==> src/rtl/BitScan.sv <==
// Operation and state encodings for the multi-cycle bit-scan engine.
package BitScan;

   typedef enum logic [2:0] {
      MSB    = 3'd0,
      CLZ    = 3'd1,
      CLO    = 3'd2,
      POPCNT = 3'd3,
      CLOG2  = 3'd4
   } mode_t;

   typedef enum logic [1:0] {
      IDLE = 2'd0,
      SCAN = 2'd1,
      DONE = 2'd2
   } state_t;

endpackage

==> src/rtl/Function.sv <==
// Small elaboration-time helpers shared by parametrised blocks.
package Function;

   function automatic bit IsPowerOf2(input int unsigned value);
      return (value != 0) && ((value & (value - 1)) == 0);
   endfunction

endpackage

==> src/rtl/bit_scan_chunk.sv <==
// Combinational per-chunk analysis: leading zeros and set-bit count of one STEP-bit slice.
module bit_scan_chunk #(
   parameter int STEP = 8,
   localparam int LW = $clog2(STEP) + 1
) (
   input  logic [STEP-1:0] chunk,
   output logic            nonzero,
   output logic [LW-1:0]   lead_zeros,
   output logic [LW-1:0]   ones
);

   logic seen;

   assign nonzero = |chunk;

   // Scan from the top bit down; the first set bit fixes the leading-zero count.
   always_comb begin
      lead_zeros = LW'(STEP);
      seen       = 1'b0;
      ones       = '0;
      for (int i = STEP - 1; i >= 0; i--) begin
         if (!seen && chunk[i]) begin
            lead_zeros = LW'(STEP - 1 - i);
            seen       = 1'b1;
         end
         ones = ones + LW'(chunk[i]);
      end
   end

endmodule

==> src/rtl/bit_scan_unit.sv <==
// Multi-cycle MSB/CLZ/CLO/POPCNT/CLOG2 engine scanning STEP bits per cycle, MSB-first.
module bit_scan_unit
   import BitScan::*;
   import Function::*;
#(
   parameter int WIDTH = 32,
   parameter int STEP  = 8,
   localparam int RW   = $clog2(WIDTH) + 1
) (
   input  logic             clk,
   input  logic             rst_n,
   input  logic             in_valid,
   output logic             in_ready,
   input  logic [WIDTH-1:0] in_data,
   input  logic [2:0]       in_mode,
   output logic             out_valid,
   input  logic             out_ready,
   output logic [RW-1:0]    out_result,
   output logic             out_zero,
   output logic             out_pow2,
   output logic             out_err
);

   localparam int N  = WIDTH / STEP;
   localparam int MW = $clog2(WIDTH);
   localparam int LW = $clog2(STEP) + 1;
   localparam int CW = (N > 1) ? $clog2(N) : 1;

   if (WIDTH < 2 || !IsPowerOf2(WIDTH)) begin : g_bad_width
      $fatal(1, "bit_scan_unit: WIDTH must be a power of two >= 2");
   end
   if (!IsPowerOf2(STEP) || STEP > WIDTH || (WIDTH % STEP) != 0) begin : g_bad_step
      $fatal(1, "bit_scan_unit: STEP must be a power of two dividing WIDTH");
   end

   state_t           state;
   logic [WIDTH-1:0] operand;
   logic [2:0]       mode;
   logic [CW-1:0]    count;
   logic             found;
   logic [MW-1:0]    msb;
   logic [RW-1:0]    pop;

   logic [WIDTH-1:0] shifted;
   logic [STEP-1:0]  chunk;
   logic             nonzero;
   logic [LW-1:0]    leadZeros;
   logic [LW-1:0]    ones;

   logic             foundNext;
   logic [MW-1:0]    msbNext;
   logic [RW-1:0]    popNext;
   logic [RW-1:0]    resultNext;
   logic             zeroNext;
   logic             pow2Next;
   logic             errNext;

   // The current chunk is brought to the top of the word so one slice feeds the shared analyser.
   assign shifted = operand << (int'(count) * STEP);
   assign chunk   = shifted[WIDTH-1 -: STEP];

   bit_scan_chunk #(.STEP(STEP)) u_chunk (
      .chunk      (chunk),
      .nonzero    (nonzero),
      .lead_zeros (leadZeros),
      .ones       (ones)
   );

   // Accumulator values including this cycle's chunk, so the final result is ready on the last scan edge.
   always_comb begin
      foundNext = found | nonzero;
      msbNext   = msb;
      if (!found && nonzero) begin
         msbNext = MW'(WIDTH - 1 - int'(count) * STEP - int'(leadZeros));
      end
      popNext = pop + RW'(ones);
   end

   always_comb begin
      resultNext = '0;
      zeroNext   = !foundNext;
      pow2Next   = (popNext == RW'(1));
      errNext    = 1'b0;
      case (mode)
         MSB:      resultNext = foundNext ? RW'(msbNext) : '0;
         CLZ, CLO: resultNext = foundNext ? (RW'(WIDTH - 1) - RW'(msbNext)) : RW'(WIDTH);
         POPCNT:   resultNext = popNext;
         CLOG2:    resultNext = !foundNext ? '0 : (pow2Next ? RW'(msbNext) : RW'(msbNext) + RW'(1));
         default: begin
            errNext  = 1'b1;
            zeroNext = 1'b0;
            pow2Next = 1'b0;
         end
      endcase
   end

   // Control FSM; in_ready is held low through reset and rises on the first edge after release.
   always_ff @(posedge clk or negedge rst_n) begin
      if (!rst_n) begin
         state      <= IDLE;
         in_ready   <= 1'b0;
         out_valid  <= 1'b0;
         out_result <= '0;
         out_zero   <= 1'b0;
         out_pow2   <= 1'b0;
         out_err    <= 1'b0;
         operand    <= '0;
         mode       <= '0;
         count      <= '0;
         found      <= 1'b0;
         msb        <= '0;
         pop        <= '0;
      end else begin
         case (state)
            IDLE: begin
               if (in_valid && in_ready) begin
                  operand  <= (in_mode == CLO) ? ~in_data : in_data;
                  mode     <= in_mode;
                  count    <= '0;
                  found    <= 1'b0;
                  msb      <= '0;
                  pop      <= '0;
                  in_ready <= 1'b0;
                  state    <= SCAN;
               end else begin
                  in_ready <= 1'b1;
               end
            end
            SCAN: begin
               found <= foundNext;
               msb   <= msbNext;
               pop   <= popNext;
               count <= count + CW'(1);
               if (count == CW'(N - 1)) begin
                  out_result <= resultNext;
                  out_zero   <= zeroNext;
                  out_pow2   <= pow2Next;
                  out_err    <= errNext;
                  out_valid  <= 1'b1;
                  state      <= DONE;
               end
            end
            DONE: begin
               if (out_ready) begin
                  out_valid <= 1'b0;
                  in_ready  <= 1'b1;
                  state     <= IDLE;
               end
            end
            default: state <= IDLE;
         endcase
      end
   end

endmodule

==> config.mk <==
export PLATFORM = sky130hd
export DESIGN_NAME = bit_scan_unit
export DESIGN_NICKNAME = d
export VERILOG_FILES = /design/src/rtl/BitScan.sv /design/src/rtl/Function.sv /design/src/rtl/bit_scan_chunk.sv /design/src/rtl/bit_scan_unit.sv
export SDC_FILE = /design/constraint.sdc
export NUM_CORES = 1
export LEC_CHECK = 0
export ABC_CLOCK_PERIOD_IN_PS = 5820
export CAP_MARGIN = 20
export CORE_UTILIZATION = 56
export CTS_CLUSTER_DIAMETER = 100
export DETAILED_ROUTE_END_ITERATION = 8
export GPL_ROUTABILITY_DRIVEN = 0
export PLACE_DENSITY = 0.78
export SYNTH_ARGS = -nofsm -noshare
export SYNTH_HDL_FRONTEND = slang
export SYNTH_SLANG_ARGS = --single-unit
export TNS_END_PERCENT = 20
==> constraint.sdc <==
create_clock -name clk -period 5.82 [get_ports clk]
set_input_delay 1.164 -clock clk [delete_from_list [all_inputs] [get_ports clk]]
set_output_delay 1.164 -clock clk [all_outputs]
set_load 0.02 [all_outputs]
==> results of run 1 <==
==> area by class of cell <==
type                    instances  area (sq um)
inverters                      26           100
well taps                      77          96.3
flip-flops and latches         62          1550
clock inverters                 6          86.3
clock buffers                  10           128
fillers                       501          1890
multi-input cells             295          2110
repair buffers                 56           538
==> stage by stage <==
| step | area, sq um | setup slack, ns | utilization (%) | instances |
|---|---|---|---|---|
| 6_report | 4610 | 0.541 | 70.9 | 532 |
| 5_1_grt | 4610 | 0.252 | 70.9 | 532 |
| 4_1_cts | 4610 | 0.539 | 70.9 | 532 |
| 3_5_place_dp | 4390 | 0.548 | 67.6 | 516 |
| 3_3_place_gp | 4390 | 0.673 | 67.6 | 516 |
| 2_1_floorplan | 3840 | 0.600 | - | 406 |
==> Yosys cell counts, types with 8 or more instances <==
cell / instances
xnor2_1: 36
o22ai_1: 8
clkbuf_1: 16
nand3_1: 9
ha_1: 12
inv_1: 24
dfrtp_1: 62
nor2_1: 46
a21oi_1: 41
o21ai_0: 16
nand2_1: 33
mux2i_1: 8
==> critical path, delay by kind of cell (launching register included) <==
| family | cells | cell delay [ns] |
|---|---|---|
| XOR/XNOR | 1 | 0.13 |
| buffers and inverters | 4 | 0.31 |
| adder cells (fa/ha/maj) | 6 | 2.24 |
| multiplexers | 1 | 0.60 |
| AND/OR/NAND/NOR | 4 | 1.02 |
| AO/OA/AOI/OAI | 2 | 0.48 |
| flip-flops | 1 | 0.39 |
==> layer usage <==
| metal | up-vias | wire length, microns | track usage, % |
|---|---|---|---|
| met1 | 1423 | 3820 | 35.2 |
| met3 | 21 | 397 | 5.35 |
| li1 | 1495 | - | - |
| met4 | 0 | 179 | 8.63 |
| met5 | - | 0 | 0 |
| met2 | 103 | 3810 | 40.7 |
==> sequential cells by signal, indices dropped and copies added (netlist names), 2 cells and up <==
register and cells:
msb 5, operand 32, count 2, out_result 6, mode 3, pop 6
state 2
==> worst min-delay path by stage <==
stage / from / end
after floorplan: operand[18]$_DFFE_PN0P_ / operand[18]$_DFFE_PN0P_
after global placement: out_err$_DFFE_PN0P_ / out_err$_DFFE_PN0P_
after detailed placement: out_zero$_DFFE_PN0P_ / out_zero$_DFFE_PN0P_
after CTS: out_zero$_DFFE_PN0P_ / out_zero$_DFFE_PN0P_
after global routing: out_zero$_DFFE_PN0P_ / out_zero$_DFFE_PN0P_
final: out_zero$_DFFE_PN0P_ / out_zero$_DFFE_PN0P_
==> cell families after synthesis <==
family,share of synthesized area (%)
simple gates,15.3
xor+xnor,9.11
compound gates,16.5
fa+ha+maj,6.51
buf+inv,5.08
mux,7.16
flops,40.4
==> results by group, run 1 <==
STA
  – Fin. max-slew vios: 0
  – Max transition margin: 34.4%
  – Tightest hold margin: 0.486 ns
  – Clk_skew: 0.00451 ns
  – Tcrit/Tclk final: 90.7%
  – Unrepaired setup endpoints after global routing: false
  – Final Setup Violations: 0
  – TNS Setup: 0 ns
  – Fmax: 189 MHz
  – Period minus WS final: 5.28 ns
  – Worst-Margin Slew: 0.982 ns
  – Hold Violations, Final: 0

Floorplan
  – Starting Density: 59.2%
  – Die height: 84.8 microns
  – Die Wd: 84.8 microns
  – Core area: 0.00649 sq mm
  – Row count: 29
  – I/O pins: 50
  – Die footprint: 0.00720 sq mm

Logic synthesis
  – Gate Count Post-Synth: 406
  – Cell accounting for the most synthesized area: dfrtp_1
  – Net count after synthesis: 462
  – Seq/Total Area, Yosys: 40.4%
  – Most used flip-flop cell after synthesis: dfrtp_1
  – Avg Cell Area, Syn: 9.47 sq um
  – Syn Std Cell Area: 0.00384 sq mm
  – Synth top area cells: dfrtp_1 40%, xnor2_1 8.2%, a21oi_1 5.3%
  – Yosys warning count: 0
  – Top-area cell type share of the netlist area: 40.4%
  – Async SR Flop Fraction: 100%
  – Yosys cell types: 61
  – EDFF count, synth: 0
  – Register bit count reported by yosys: 62

Clock network
  – Clk Latency, worst-skew pair: 0.34 ns
  – Clock buffer depth: 2
  – H-tree Lvls: 3
  – Root buf cell: clkbuf_8
  – # resized after CTS: 0
  – Cts hold-fix bufs: 0
  – Num CTS Buffers: 9
  – Clock sink count: 62
  – Post-CTS setup buffer count: 0
  – Clock transition at the registers of the reported paths: 0.07 ns
  – CTS tree: yes

GRT
  – Initial antenna violation count: 0
  – Vias in the first global route: 3,076
  – First-pass GRT wire length: 14,500 microns
  – Tot GR Track Use: 25.6%
  – Grt total ovfl: 0
  – Largest net degree at the start of global routing: 69

Job
  – MaxCap Viol Count: 0

Route
  – Drc violations: 0
  – Drt total wl: 8200 microns
  – DRT Pass-1 Iters: 6
  – DR WL/cell: 15.4 microns
  – Vias post-DR: 3,042
  – Initial DRC Count: 181
  – Post-DR vias/cell: 5.72
  – Final ANT Viol Nets: 0

Worst hold path
  – Hold Crit Depth: 2
  – Tightest Hold Check Type: flop to flop

Critical path
  – Worst path slowest cell: or4_1
  – Crit path top cell by count: fa_1
  – Delay of the slowest critical-path stage: 0.66 ns
  – Critical path data arrival time: 5.51 ns
  – CP startpoint kind: flop
  – CP startpoint: count[0]$_DFFE_PN0P_
  – Critical path capture point type: flop
  – R2R setup slack: 0.54 ns
  – Worst reg-to-reg path cell count: 18
  – Worst Path Class, Setup: flop to flop
  – Critical Path, Cell by Cell: mux4_1 -> inv_1 -> ha_1 -> inv_1 -> fa_1 -> fa_1 -> fa_1 -> inv_1 -> fa_1 -> inv_1 -> fa_1 -> nand2b_1 -> a21oi_1 -> xor2_1 -> or4_1 -> nand3_1 -> nand2_1 -> a221o_1
  – CP Max Fanout: 5
  – R2r endpoint: out_result[1]$_DFFE_PN0P_
  – WP data required: 6.05 ns
  – Critical R2R Launch: count[0]$_DFFE_PN0P_
  – Worst setup path endpoint: out_result[1]$_DFFE_PN0P_

Cells and area
  – Final net count: 506
  – Area Overhead vs Synth: 19.9%
  – Share of layout cells above drive strength 1: 10.1%
  – Most frequent cells in the layout: 62 x dfrtp_1, 48 x clkdlybuf4s50_1, 46 x nor2_1, 41 x a21oi_1, 36 x xnor2_1
  – Commonest non-fill, non-tap cell in the layout: dfrtp_1
  – Antenna cells: 0

Status
  – Status: completed

Placement
  – DP HPWL: 5910 microns
  – I/O Buffers: 49
Power of run 1 is not shown: default switching activity piles up to over one toggle a cycle in this logic, so the estimate is an artifact.
==> inputs of run 2 (changes only) <==
--- a/config.mk
+++ b/config.mk
@@ -6,7 +6,6 @@
 export NUM_CORES = 1
 export LEC_CHECK = 0
 export ABC_CLOCK_PERIOD_IN_PS = 5820
-export CAP_MARGIN = 20
 export CORE_UTILIZATION = 56
 export CTS_CLUSTER_DIAMETER = 100
 export DETAILED_ROUTE_END_ITERATION = 8
==> results of run 2 <==
Same layout as run 1: the final DEF is identical, and so are final timing and power.
Power of run 2 is left out for the same reason.
==> inputs of run 3 (changes only) <==
--- a/config.mk
+++ b/config.mk
@@ -8,9 +8,10 @@
 export ABC_CLOCK_PERIOD_IN_PS = 5820
 export CORE_UTILIZATION = 56
 export CTS_CLUSTER_DIAMETER = 100
+export CTS_CLUSTER_SIZE = 25
 export DETAILED_ROUTE_END_ITERATION = 8
 export GPL_ROUTABILITY_DRIVEN = 0
-export PLACE_DENSITY = 0.78
+export PLACE_DENSITY_LB_ADDON = 0.12
 export SYNTH_ARGS = -nofsm -noshare
 export SYNTH_HDL_FRONTEND = slang
 export SYNTH_SLANG_ARGS = --single-unit
==> constraint.sdc (replaced) <==
create_clock -name clk -period 5.82 [get_ports clk]
set_input_delay 1.164 -clock clk [delete_from_list [all_inputs] [get_ports clk]]
set_output_delay 1.164 -clock clk [all_outputs]
set_load 0.05 [all_outputs]
==> results by group, run 3 (synthesized netlist as in run 1, its figures left out) <==
Critical path
  – Critical path capture point type: flop
  – R2r endpoint: out_result[3]$_DFFE_PN0P_
  – Worst Path Class, Setup: flop to flop
  – WP data required: 6.08 ns
  – R2R setup slack: 0.44 ns
  – Critical R2R Launch: count[0]$_DFFE_PN0P_
  – Worst reg-to-reg path cell count: 18
  – CP Max Fanout: 5
  – Critical path data arrival time: 5.64 ns
  – CP startpoint kind: flop

Clock network
  – Post-CTS setup buffer count: 0
  – Clk Latency, worst-skew pair: 0.34 ns
  – CTS tree: yes
  – Clock buffer depth: 2
  – Clock sink count: 62
  – Clock transition at the registers of the reported paths: 0.07 ns
  – Root buf cell: clkbuf_8
  – H-tree Lvls: 3
  – # resized after CTS: 0
  – Cts hold-fix bufs: 0
  – Num CTS Buffers: 9

Cells and area
  – Fill count: 500
  – Commonest non-fill, non-tap cell in the layout: dfrtp_1
  – Share of layout cells above drive strength 1: 9.93%
  – Area Overhead vs Synth: 19.1%
  – Design Area, Final: 0.00458 sq mm
  – Final net count: 504
  – Max reg flops: 32
  – Top flop regs: operand (32), out_result (6), pop (6)
  – Antenna cells: 0
  – Largest Register: operand
  – Most frequent cells in the layout: 62 x dfrtp_1, 48 x clkdlybuf4s50_1, 46 x nor2_1, 41 x a21oi_1, 36 x xnor2_1

Worst hold path
  – Hold Crit Depth: 2
  – Hold Path End: out_pow2$_DFFE_PN0P_
  – Tightest Hold Check Type: flop to flop
  – Worst hold path startpoint: out_pow2$_DFFE_PN0P_

Route
  – Drc violations: 1
  – Post-DR vias/cell: 5.74
  – Drt total wl: 8000 microns
  – Final ANT Viol Nets: 0
  – DR WL/cell: 15.1 microns
  – Initial DRC Count: 194
  – DRT Pass-1 Iters: 9
  – Vias post-DR: 3,042

STA
  – Hold Violations, Final: 0
  – Worst-Margin Slew: 1.03 ns
  – Tcrit/Tclk final: 92.4%
  – Clk_skew: 0.00682 ns
  – TNS Setup: 0 ns
  – Period minus WS final: 5.38 ns
  – Final Setup Violations: 0
  – Fin. max-slew vios: 0
  – Unrepaired setup endpoints after global routing: false
  – Max transition margin: 31.1%
  – Fmax: 186 MHz

Floorplan
  – Starting Density: 59.2%
  – Die footprint: 0.00720 sq mm
  – Row count: 29
  – I/O pins: 50
  – Core area: 0.00649 sq mm
  – Die Wd: 84.8 microns
  – Die height: 84.8 microns

GRT
  – Largest net degree at the start of global routing: 77
  – Initial antenna violation count: 0
  – Tot GR Track Use: 24.4%
  – First-pass GRT wire length: 13,700 microns
  – Grt total ovfl: 0
  – Vias in the first global route: 2,897

Status
  – Status: complete, but fails checks
  – Violated checks: design-rule violations

Placement
  – I/O Buffers: 49
  – DP HPWL: 5740 microns
  – Placed Area: 0.00438 sq mm

Job
  – MaxCap Viol Count: 0
==> run 3: cell count changes in the layout (fill, tap and decap cells not counted), sizes merged <==
cell / before / now
buf: 8 / 6
bufinv: 2 / 1
clkinv: 3 / 4
==> run 3: per-stage QoR <==
stage               utilization (%)  hold WS, ns  worst slack [ns]  cells
detailed placement             67.4        0.469             0.469    514
global route                   70.5        0.496             0.195    530
finish                         70.5        0.478             0.442    530
CTS                            70.5        0.484             0.473    530
floorplan                         -        0.487             0.600    406
global placement               67.4        0.462             0.611    514
==> run 3: final cells by class <==
type / count / area (sq um) / area share [%]
Timing Repair Buffer: 54 / 523 / 11.4
Sequential cell: 62 / 1550 / 33.9
Multi-Input combinational cell: 295 / 2110 / 46.0
Tap cell: 77 / 96.3 / 2.10
Inverter: 26 / 100 / 2.19
Clock inverter: 6 / 61.3 / 1.34
Clock buffer: 10 / 138 / 3.01
==> run 3: worst max path at each step <==
| stage | cells after the start | from | slack (ns) | end |
|---|---|---|---|---|
| final | 18 | count[0]$_DFFE_PN0P_ | 0.44 | out_result[3]$_DFFE_PN0P_ |
| after global routing | 18 | count[0]$_DFFE_PN0P_ | 0.20 | out_result[3]$_DFFE_PN0P_ |
| after CTS | 18 | count[0]$_DFFE_PN0P_ | 0.47 | out_result[3]$_DFFE_PN0P_ |
| after detailed placement | 18 | count[0]$_DFFE_PN0P_ | 0.47 | out_result[3]$_DFFE_PN0P_ |
| after global placement | 18 | count[0]$_DFFE_PN0P_ | 0.61 | out_result[3]$_DFFE_PN0P_ |
| after floorplan | 19 | count[0]$_DFFE_PN0P_ | 0.60 | out_result[1]$_DFFE_PN0P_ |
==> run 3: metal layers <==
layer / vias to the layer above / track usage (%) / wire length [microns]
met5: - / 0 / 0
met4: 0 / 8.63 / 187
met3: 17 / 5.45 / 365
met2: 102 / 39.9 / 3830
met1: 1429 / 32.1 / 3610
li1: 1494 / - / -
==> run 3: critical path: stages, from the launching register on <==
cell and delay (ns):
dfrtp_1 0.44, mux4_1 0.61, inv_1 0.10, ha_1 0.23, inv_1 0.07, fa_1 0.42, fa_1 0.51, fa_1 0.16
inv_1 0.06, fa_1 0.50, inv_1 0.06, fa_1 0.42, nand2b_1 0.16, a21oi_1 0.16, xor2_1 0.13, nor4_1 0.62
nor3b_1 0.16, a311o_1 0.39, o211ai_1 0.09
Power of run 3 is left out for the same reason.
